<file path="src/rtl/tx_pkg.sv">
`timescale 1ns/1ps
`default_nettype none
// ============================================================================
//  Module   : tx_pkg
//  Brief    : Shared definitions for the hop scheduler and bit transmitter:
//             scheduler state encoding, time-of-day field widths, hop length
//             defaults and the effective hop length rule.
//  Revision : 1.0  initial release
// ============================================================================
package tx_pkg;

    // Time-of-day field widths: hop index and tick within the hop
    localparam int c_TOD_H_W = 21;
    localparam int c_TOD_L_W = 11;

    // Default hop length, minimum legal hop length and ARM guard length.
    // The minimum covers a bit start at tick 512 plus 33 bits of 20 ticks.
    localparam logic [c_TOD_L_W-1:0] c_HOP_LEN_DEF = 11'd1280;
    localparam logic [c_TOD_L_W-1:0] c_HOP_LEN_MIN = 11'd1200;
    localparam int unsigned          c_GUARD       = 16;

    // Scheduler states, explicitly encoded so other blocks can decode them
    typedef enum logic [1:0] {
        ST_IDLE = 2'd0,
        ST_ARM  = 2'd1,
        ST_RUN  = 2'd2,
        ST_DONE = 2'd3
    } state_t;

    // Hop length actually used for a frame: zero selects the default, short
    // values are stretched to the minimum, anything else is taken as given.
    function automatic logic [c_TOD_L_W-1:0] eff_hop_len(
        input logic [c_TOD_L_W-1:0] cfg_len,
        input logic [c_TOD_L_W-1:0] def_len,
        input logic [c_TOD_L_W-1:0] min_len
    );
        logic [c_TOD_L_W-1:0] v_len;
        if (cfg_len == '0) begin
            v_len = def_len;
        end else if (cfg_len < min_len) begin
            v_len = min_len;
        end else begin
            v_len = cfg_len;
        end
        return v_len;
    endfunction

endpackage : tx_pkg
`default_nettype wire

</file>
<file path="src/rtl/tx_tod_cnt.sv">
`timescale 1ns/1ps
`default_nettype none
// ============================================================================
//  Module   : tx_tod_cnt
//  Brief    : Time-of-day counter. tod_l counts ticks within a hop and wraps
//             at len-1, bumping tod_h. last_tick flags the final tick of the
//             current hop so the scheduler can detect the frame end.
//  Revision : 1.0  initial release
// ============================================================================
module tx_tod_cnt
    import tx_pkg::*;
(
    input  logic                 clk,
    input  logic                 rst,
    input  logic                 clear,
    input  logic                 enable,
    input  logic [c_TOD_L_W-1:0] len,
    output logic [c_TOD_H_W-1:0] tod_h,
    output logic [c_TOD_L_W-1:0] tod_l,
    output logic                 last_tick
);

    logic [c_TOD_H_W-1:0] r_tod_h;
    logic [c_TOD_L_W-1:0] r_tod_l;

    // Final tick of the current hop
    assign last_tick = (r_tod_l == (len - c_TOD_L_W'(1)));

    // Tick/hop counter: clear dominates, otherwise advance when enabled
    always_ff @(posedge clk) begin
        if (rst || clear) begin
            r_tod_h <= '0;
            r_tod_l <= '0;
        end else if (enable) begin
            if (last_tick) begin
                r_tod_l <= '0;
                r_tod_h <= r_tod_h + c_TOD_H_W'(1);
            end else begin
                r_tod_l <= r_tod_l + c_TOD_L_W'(1);
            end
        end
    end

    assign tod_h = r_tod_h;
    assign tod_l = r_tod_l;

endmodule : tx_tod_cnt
`default_nettype wire

</file>
<file path="src/rtl/tx_hop_sched.sv">
`timescale 1ns/1ps
`default_nettype none
// ============================================================================
//  Module   : tx_hop_sched
//  Brief    : Frequency-hop frame scheduler. Accepts a frame start, checks
//             and latches the hop count and hop length, waits a guard period,
//             then drives the hop index / tick counters for the transmitter
//             and reports completion, abort and configuration errors with
//             single-cycle registered pulses.
//  Revision : 1.0  initial release
// ============================================================================
module tx_hop_sched
    import tx_pkg::*;
#(
    parameter logic [10:0] HOP_LEN_DEF = c_HOP_LEN_DEF,
    parameter logic [10:0] HOP_LEN_MIN = c_HOP_LEN_MIN,
    parameter int unsigned GUARD       = c_GUARD
) (
    input  logic        clk,
    input  logic        rst,
    input  logic        start,
    input  logic        abort,
    input  logic [31:0] cfg_fh_num,
    input  logic [10:0] cfg_hop_len,
    output logic [20:0] tod_h,
    output logic [10:0] tod_l,
    output logic [31:0] fh_num,
    output logic        busy,
    output logic        hop_strobe,
    output logic        done,
    output logic        aborted,
    output logic        err_cfg
);

    // Guard counter sized for GUARD values; counts 0 .. GUARD-1
    localparam int             c_GW         = (GUARD > 1) ? $clog2(GUARD) : 1;
    localparam logic [c_GW-1:0] c_GUARD_LAST = c_GW'(GUARD - 1);

    state_t                r_state;
    state_t                w_state_nxt;
    logic [c_GW-1:0]       r_guard;
    logic [c_GW-1:0]       w_guard_nxt;

    // Frame configuration captured at start acceptance
    logic [31:0]           r_fh_lat;
    logic [c_TOD_L_W-1:0]  r_len_lat;
    logic                  w_latch;

    // Registered outputs and their next values
    logic [31:0]           r_fh_num;
    logic                  r_busy;
    logic                  r_hop_strobe;
    logic                  r_done;
    logic                  r_aborted;
    logic                  r_err_cfg;
    logic                  w_strobe_nxt;
    logic                  w_done_nxt;
    logic                  w_aborted_nxt;
    logic                  w_err_nxt;

    // Counter control and status
    logic                  w_cnt_en;
    logic                  w_cnt_clr;
    logic                  w_last_tick;
    logic                  w_last_hop;
    logic                  w_cfg_bad;
    logic [c_TOD_H_W-1:0]  w_tod_h;
    logic [c_TOD_L_W-1:0]  w_tod_l;

    // A hop count of zero or one that does not fit the hop index is rejected
    assign w_cfg_bad  = (cfg_fh_num == 32'd0) || (cfg_fh_num[31:21] != 11'd0);

    // Current hop is the last one of the frame
    assign w_last_hop = (w_tod_h == (r_fh_lat[c_TOD_H_W-1:0] - c_TOD_H_W'(1)));

    // Counter runs only while staying in RUN; any other path holds it at zero
    assign w_cnt_clr  = !w_cnt_en;

    tx_tod_cnt u_tod_cnt (
        .clk       (clk),
        .rst       (rst),
        .clear     (w_cnt_clr),
        .enable    (w_cnt_en),
        .len       (r_len_lat),
        .tod_h     (w_tod_h),
        .tod_l     (w_tod_l),
        .last_tick (w_last_tick)
    );

    // Next-state and pulse decode; abort has precedence over every other event
    always_comb begin
        w_state_nxt   = r_state;
        w_guard_nxt   = r_guard;
        w_latch       = 1'b0;
        w_cnt_en      = 1'b0;
        w_strobe_nxt  = 1'b0;
        w_done_nxt    = 1'b0;
        w_aborted_nxt = 1'b0;
        w_err_nxt     = 1'b0;

        case (r_state)
            ST_IDLE: begin
                // start together with abort is treated as no request at all
                if (start && !abort) begin
                    if (w_cfg_bad) begin
                        w_err_nxt = 1'b1;
                    end else begin
                        w_latch     = 1'b1;
                        w_guard_nxt = '0;
                        w_state_nxt = ST_ARM;
                    end
                end
            end

            ST_ARM: begin
                if (abort) begin
                    w_aborted_nxt = 1'b1;
                    w_state_nxt   = ST_IDLE;
                end else if (r_guard == c_GUARD_LAST) begin
                    // First tick of hop 0 is visible on RUN entry
                    w_strobe_nxt = 1'b1;
                    w_state_nxt  = ST_RUN;
                end else begin
                    w_guard_nxt = r_guard + c_GW'(1);
                end
            end

            ST_RUN: begin
                if (abort) begin
                    w_aborted_nxt = 1'b1;
                    w_state_nxt   = ST_IDLE;
                end else if (w_last_tick && w_last_hop) begin
                    w_done_nxt  = 1'b1;
                    w_state_nxt = ST_DONE;
                end else begin
                    w_cnt_en     = 1'b1;
                    w_strobe_nxt = w_last_tick;
                end
            end

            ST_DONE: begin
                w_aborted_nxt = abort;
                w_state_nxt   = ST_IDLE;
            end

            default: begin
                w_state_nxt = ST_IDLE;
            end
        endcase
    end

    // State and guard counter register
    always_ff @(posedge clk) begin
        if (rst) begin
            r_state <= ST_IDLE;
            r_guard <= '0;
        end else begin
            r_state <= w_state_nxt;
            r_guard <= w_guard_nxt;
        end
    end

    // Configuration latch; later cfg_* changes cannot disturb an active frame
    always_ff @(posedge clk) begin
        if (rst) begin
            r_fh_lat  <= '0;
            r_len_lat <= HOP_LEN_DEF;
        end else if (w_latch) begin
            r_fh_lat  <= cfg_fh_num;
            r_len_lat <= eff_hop_len(cfg_hop_len, HOP_LEN_DEF, HOP_LEN_MIN);
        end
    end

    // Output registers, all derived from the next state so they align with it
    always_ff @(posedge clk) begin
        if (rst) begin
            r_fh_num     <= '0;
            r_busy       <= 1'b0;
            r_hop_strobe <= 1'b0;
            r_done       <= 1'b0;
            r_aborted    <= 1'b0;
            r_err_cfg    <= 1'b0;
        end else begin
            r_fh_num     <= (w_state_nxt == ST_RUN) ? r_fh_lat : 32'd0;
            r_busy       <= (w_state_nxt == ST_ARM) || (w_state_nxt == ST_RUN);
            r_hop_strobe <= w_strobe_nxt;
            r_done       <= w_done_nxt;
            r_aborted    <= w_aborted_nxt;
            r_err_cfg    <= w_err_nxt;
        end
    end

    assign tod_h      = w_tod_h;
    assign tod_l      = w_tod_l;
    assign fh_num     = r_fh_num;
    assign busy       = r_busy;
    assign hop_strobe = r_hop_strobe;
    assign done       = r_done;
    assign aborted    = r_aborted;
    assign err_cfg    = r_err_cfg;

endmodule : tx_hop_sched
`default_nettype wire

</file>
<file path="config.mk">
export PLATFORM = sky130hd
export DESIGN_NAME = tx_hop_sched
export DESIGN_NICKNAME = d
export VERILOG_FILES = /design/src/rtl/tx_pkg.sv /design/src/rtl/tx_tod_cnt.sv /design/src/rtl/tx_hop_sched.sv
export SDC_FILE = /design/constraint.sdc
export NUM_CORES = 1
export LEC_CHECK = 0
export ABC_AREA = 1
export ABC_CLOCK_PERIOD_IN_PS = 2400
export CAP_MARGIN = 20
export CORE_ASPECT_RATIO = 1.5
export CORE_MARGIN = 3
export CORE_UTILIZATION = 58
export DETAILED_ROUTE_END_ITERATION = 6
export DONT_BUFFER_PORTS = 1
export PLACE_DENSITY = 0.76
export SLEW_MARGIN = 20
export SYNTH_ARGS = -nofsm -noshare
export SYNTH_HDL_FRONTEND = slang
export SYNTH_SLANG_ARGS = --single-unit
</file>
<file path="constraint.sdc">
create_clock -name clk -period 2.4 [get_ports clk]
set_input_delay 0.72 -clock clk [delete_from_list [all_inputs] [get_ports clk]]
set_output_delay 0.72 -clock clk [all_outputs]
set_load 0.005 [all_outputs]
</file>
==> results of run 1 <==
## placed cells by master, fill, tap and decap left out, types with 22 or more instances in the layout
master,count
nand2_1,164
dfxtp_1,112
inv_1,102
nor2_1,89
a21oi_1,64
buf_4,64
nand3_1,53
o21ai_0,37
nand4_1,36
xor2_1,33
nor3_1,29
nor2_2,28
nor2_4,22
## cell type report
class                           instances  area share
Clock buffer                           18     0.05478
Clock inverter                         14     0.02044
Inverter                              113     0.05321
Multi-Input combinational cell        647      0.4594
Sequential cell                       118      0.2959
Tap cell                              141     0.02200
Timing Repair Buffer                   78     0.09426
## kinds of logic after synthesis
kind of cell	share of synthesized area
simple gates	0.3419
buf+inv	0.09902
flops	0.3777
compound gates	0.09482
xor+xnor	0.06862
fa+ha+maj	0.01800
## metrics by stage
stage               TNS, ps  area, um2
CTS                  -513.1       7671
global placement      -1988       6764
detailed placement    -5706       6764
global route          -7560       8018
finish                -2058       8018
floorplan                 0       6290
## report_power, final
group / leakage (nW) / internal (mW) / switching [mW]
registers: 0.954 / 1.96 / 0.00546
clock network: 0.293 / 1.58 / 0.992
logic: 2.08 / 0.0363 / 0.0633
total: 3.33 / 3.58 / 1.06
## sequential cells by signal, summed over array words and instances (netlist names)
name             flops
err_cfg              1
hop_strobe           1
busy                 1
r_fh_lat            32
r_state              2
aborted              1
u_tod_cnt.tod_h     21
r_len_lat           11
r_guard              4
u_tod_cnt.tod_l     11
done                 1
fh_num              32
## layer usage
metal	wire length (um)	part of all wire	vias to the layer above
met3	1173	0.058	109
met4	1463	0.073	0
met5	0	0	-
met2	10580	0.53	335
met1	6892	0.34	3007
li1	-	-	3080
## how the worst max path moves through the flow
stage	startpoint	endpoint	slack, ps	cells past startpoint
after floorplan	r_fh_lat[0]	fh_num[14]	5	20
after global placement	r_len_lat[0]	fh_num[2]	-60	18
after detailed placement	r_len_lat[0]	fh_num[18]	-140	20
after CTS	r_fh_lat[1]	fh_num[5]	-30	20
after global routing	r_fh_lat[15]	fh_num[20]	-270	19
final	r_fh_lat[1]	fh_num[20]	-110	20
## worst reg2reg max path, delay by kind of cell, from the launching register on
kind	cells	cell delay, ps
simple gates	14	1290
compound gates	1	150
buf+inv	3	360
flops	1	360
fa+ha+maj	2	310
## repair_timing
item,CTS,global route
setup endpoints to repair,62,64
gates cloned,5,6
gates resized for setup,67,52
pin swaps,16,19
endpoints found under the hold margin,0,0
setup buffers,2,6
==> impl_metrics.env, run 1 <==
export IMPL_status="finished, violations left"
export IMPL_violations="setup timing"
export IMPL_yosysTopAreaCell="dfxtp_1"
export IMPL_n_antenna_cell=0
export IMPL_worstPathRequired_ps=2750
export IMPL_multi_input_area_um2=3684
export IMPL_synthFlopType="dfxtp_1"
export IMPL_dp_cells=1078
export IMPL_root_buffer="clkbuf_16"
export IMPL_critPathBufInv=3
export IMPL_timing_final_crit_period_ps=2507
export IMPL_clk_latency_ps=420
export IMPL_grt_pass1_vias=6232
export IMPL_fin_crit_sh=1.044
export IMPL_drtIter0Drc=393
export IMPL_synth_nets=966
export IMPL_rsz0062_at_grt="true"
export IMPL_drt_wl_total_mm=20.11
export IMPL_hold_end="r_len_lat[0]"
export IMPL_rows=45
export IMPL_synth_cells=910
export IMPL_drcViolationCount=0
export IMPL_power_mw=4.644
export IMPL_grt_first_pass_wirelength_mm=30.07
export IMPL_met2_usage=0.5704
export IMPL_area_delta_synth_final_pct=28.19
export IMPL_yosysWarningCount=0
export IMPL_syn_area_per_cell_um2=6.873
export IMPL_cp_common_cell="nand2_1"
export IMPL_fp_dieW_um=90.79
export IMPL_hold_start="rst"
export IMPL_path_cells="inv_4 -> ha_4 -> nand2_4 -> nor2_4 -> o21ai_0 -> nand2_1 -> nand2_1 -> nor2_1 -> nand3_1 -> nor2_4 -> nand3_4 -> nand2_2 -> nand2_1 -> nand2_1 -> nand2_2 -> inv_2 -> ha_4 -> nand2_8 -> buf_12 -> nor2_4"
export IMPL_num_vias=6531
export IMPL_regArea_um2=2372
export IMPL_post_drt_wl_per_cell_um=17.81
export IMPL_clock_sinks=118
export IMPL_start_util=0.6070
export IMPL_cts_tree="built"
export IMPL_finalSetupViolations=32
export IMPL_coreArea_um2=10300
export IMPL_h_tree_depth=4
export IMPL_synth_commonest_cells="177 x nand2_1, 128 x nor2_1, 118 x dfxtp_1"
export IMPL_r2r_start="r_fh_lat[1]"
export IMPL_yosysTopAreaCellShare=0.3777
export IMPL_postCtsHoldBufs=0
export IMPL_reg2reg_to="fh_num[20]"
export IMPL_utilization=0.7781
export IMPL_yosysMostFrequentCell="nand2_1"
export IMPL_grt_busiest_layer="met2"
export IMPL_start_kind="flip-flop"
export IMPL_p_per_area_nw_per_um2=579.2
export IMPL_r2r_cells=20
export IMPL_cp_arrival_ps=2860
export IMPL_dieArea_um2=12090
export IMPL_cts_path_max_buffers=2
export IMPL_worst_slew_pin_slew_ps=813.3
export IMPL_dr_pass1_iters=5
export IMPL_cts_buffers=17
export IMPL_place_gp_congestion=0.9713
export IMPL_ant_nets=0
export IMPL_synthTopCellsByArea="dfxtp_1 38%, nand2_1 11%, nor2_1 7.7%"
export IMPL_synth_cell_type_count=38
export IMPL_track_usage=0.3131
export IMPL_crit_path_end_kind="flip-flop"
export IMPL_ys_seq_area_frac=0.3777
export IMPL_clkTransAtPathRegs_ps=60
export IMPL_synth_edf_count=0
export IMPL_die_h_um=133.2
export IMPL_max_cap_violations=0
export IMPL_cp_slowest_cell="dfxtp_4"
export IMPL_grtUsageMet1=0.3070
export IMPL_synth_seq_cells=118
export IMPL_grt_ovfl_total=0
export IMPL_slew_viol_final=0
export IMPL_fmax_mhz=398.9
export IMPL_hold_class="in -> reg"
export IMPL_pre_cts_ws_ps=-142.3
export IMPL_holdPathStages=1
export IMPL_portBuffers=0
export IMPL_crit_type="reg -> reg"
export IMPL_fillCellCount=743
export IMPL_setup_ws_ps=-106.6
export IMPL_hold_viol=0
export IMPL_routed_via_density=5.785
export IMPL_cp_max_fo=6
export IMPL_num_io_pins=116
export IMPL_drive_above_1_share=0.2156
export IMPL_grt_use_met3=0.06723
export IMPL_crit_family="simple AND/OR/NAND/NOR gates"
export IMPL_antenna_found_initial=0
export IMPL_slowest_delay_ps=360
export IMPL_final_setup_skew_ps=15.73
export IMPL_layout_nets=1031
export IMPL_peakVddDrop_uv=589.8
export IMPL_synthArstFlopShare=0
export IMPL_hpwlAfterDp_mm=13.62
export IMPL_slew_limit_headroom=0.4572
export IMPL_instances_no_fill=1129
export IMPL_netlist_area_um2=6255
export IMPL_grt_max_degree=63
export IMPL_holdWs_ps=371.4
export IMPL_reg2reg_slack_ps=-110
export IMPL_power_leakage_nw=3.330
No activity file was read; power rests on OpenSTA's default activity.
==> run 2, diff against run 1 <==
--- a/config.mk
+++ b/config.mk
@@ -7,7 +7,7 @@
 export LEC_CHECK = 0
 export ABC_AREA = 1
 export ABC_CLOCK_PERIOD_IN_PS = 2400
-export CAP_MARGIN = 20
+export CAP_MARGIN = 25
 export CORE_ASPECT_RATIO = 1.5
 export CORE_MARGIN = 3
 export CORE_UTILIZATION = 58
==> results of run 2 <==
The final DEF is identical to that of run 1; final timing and power are the same.
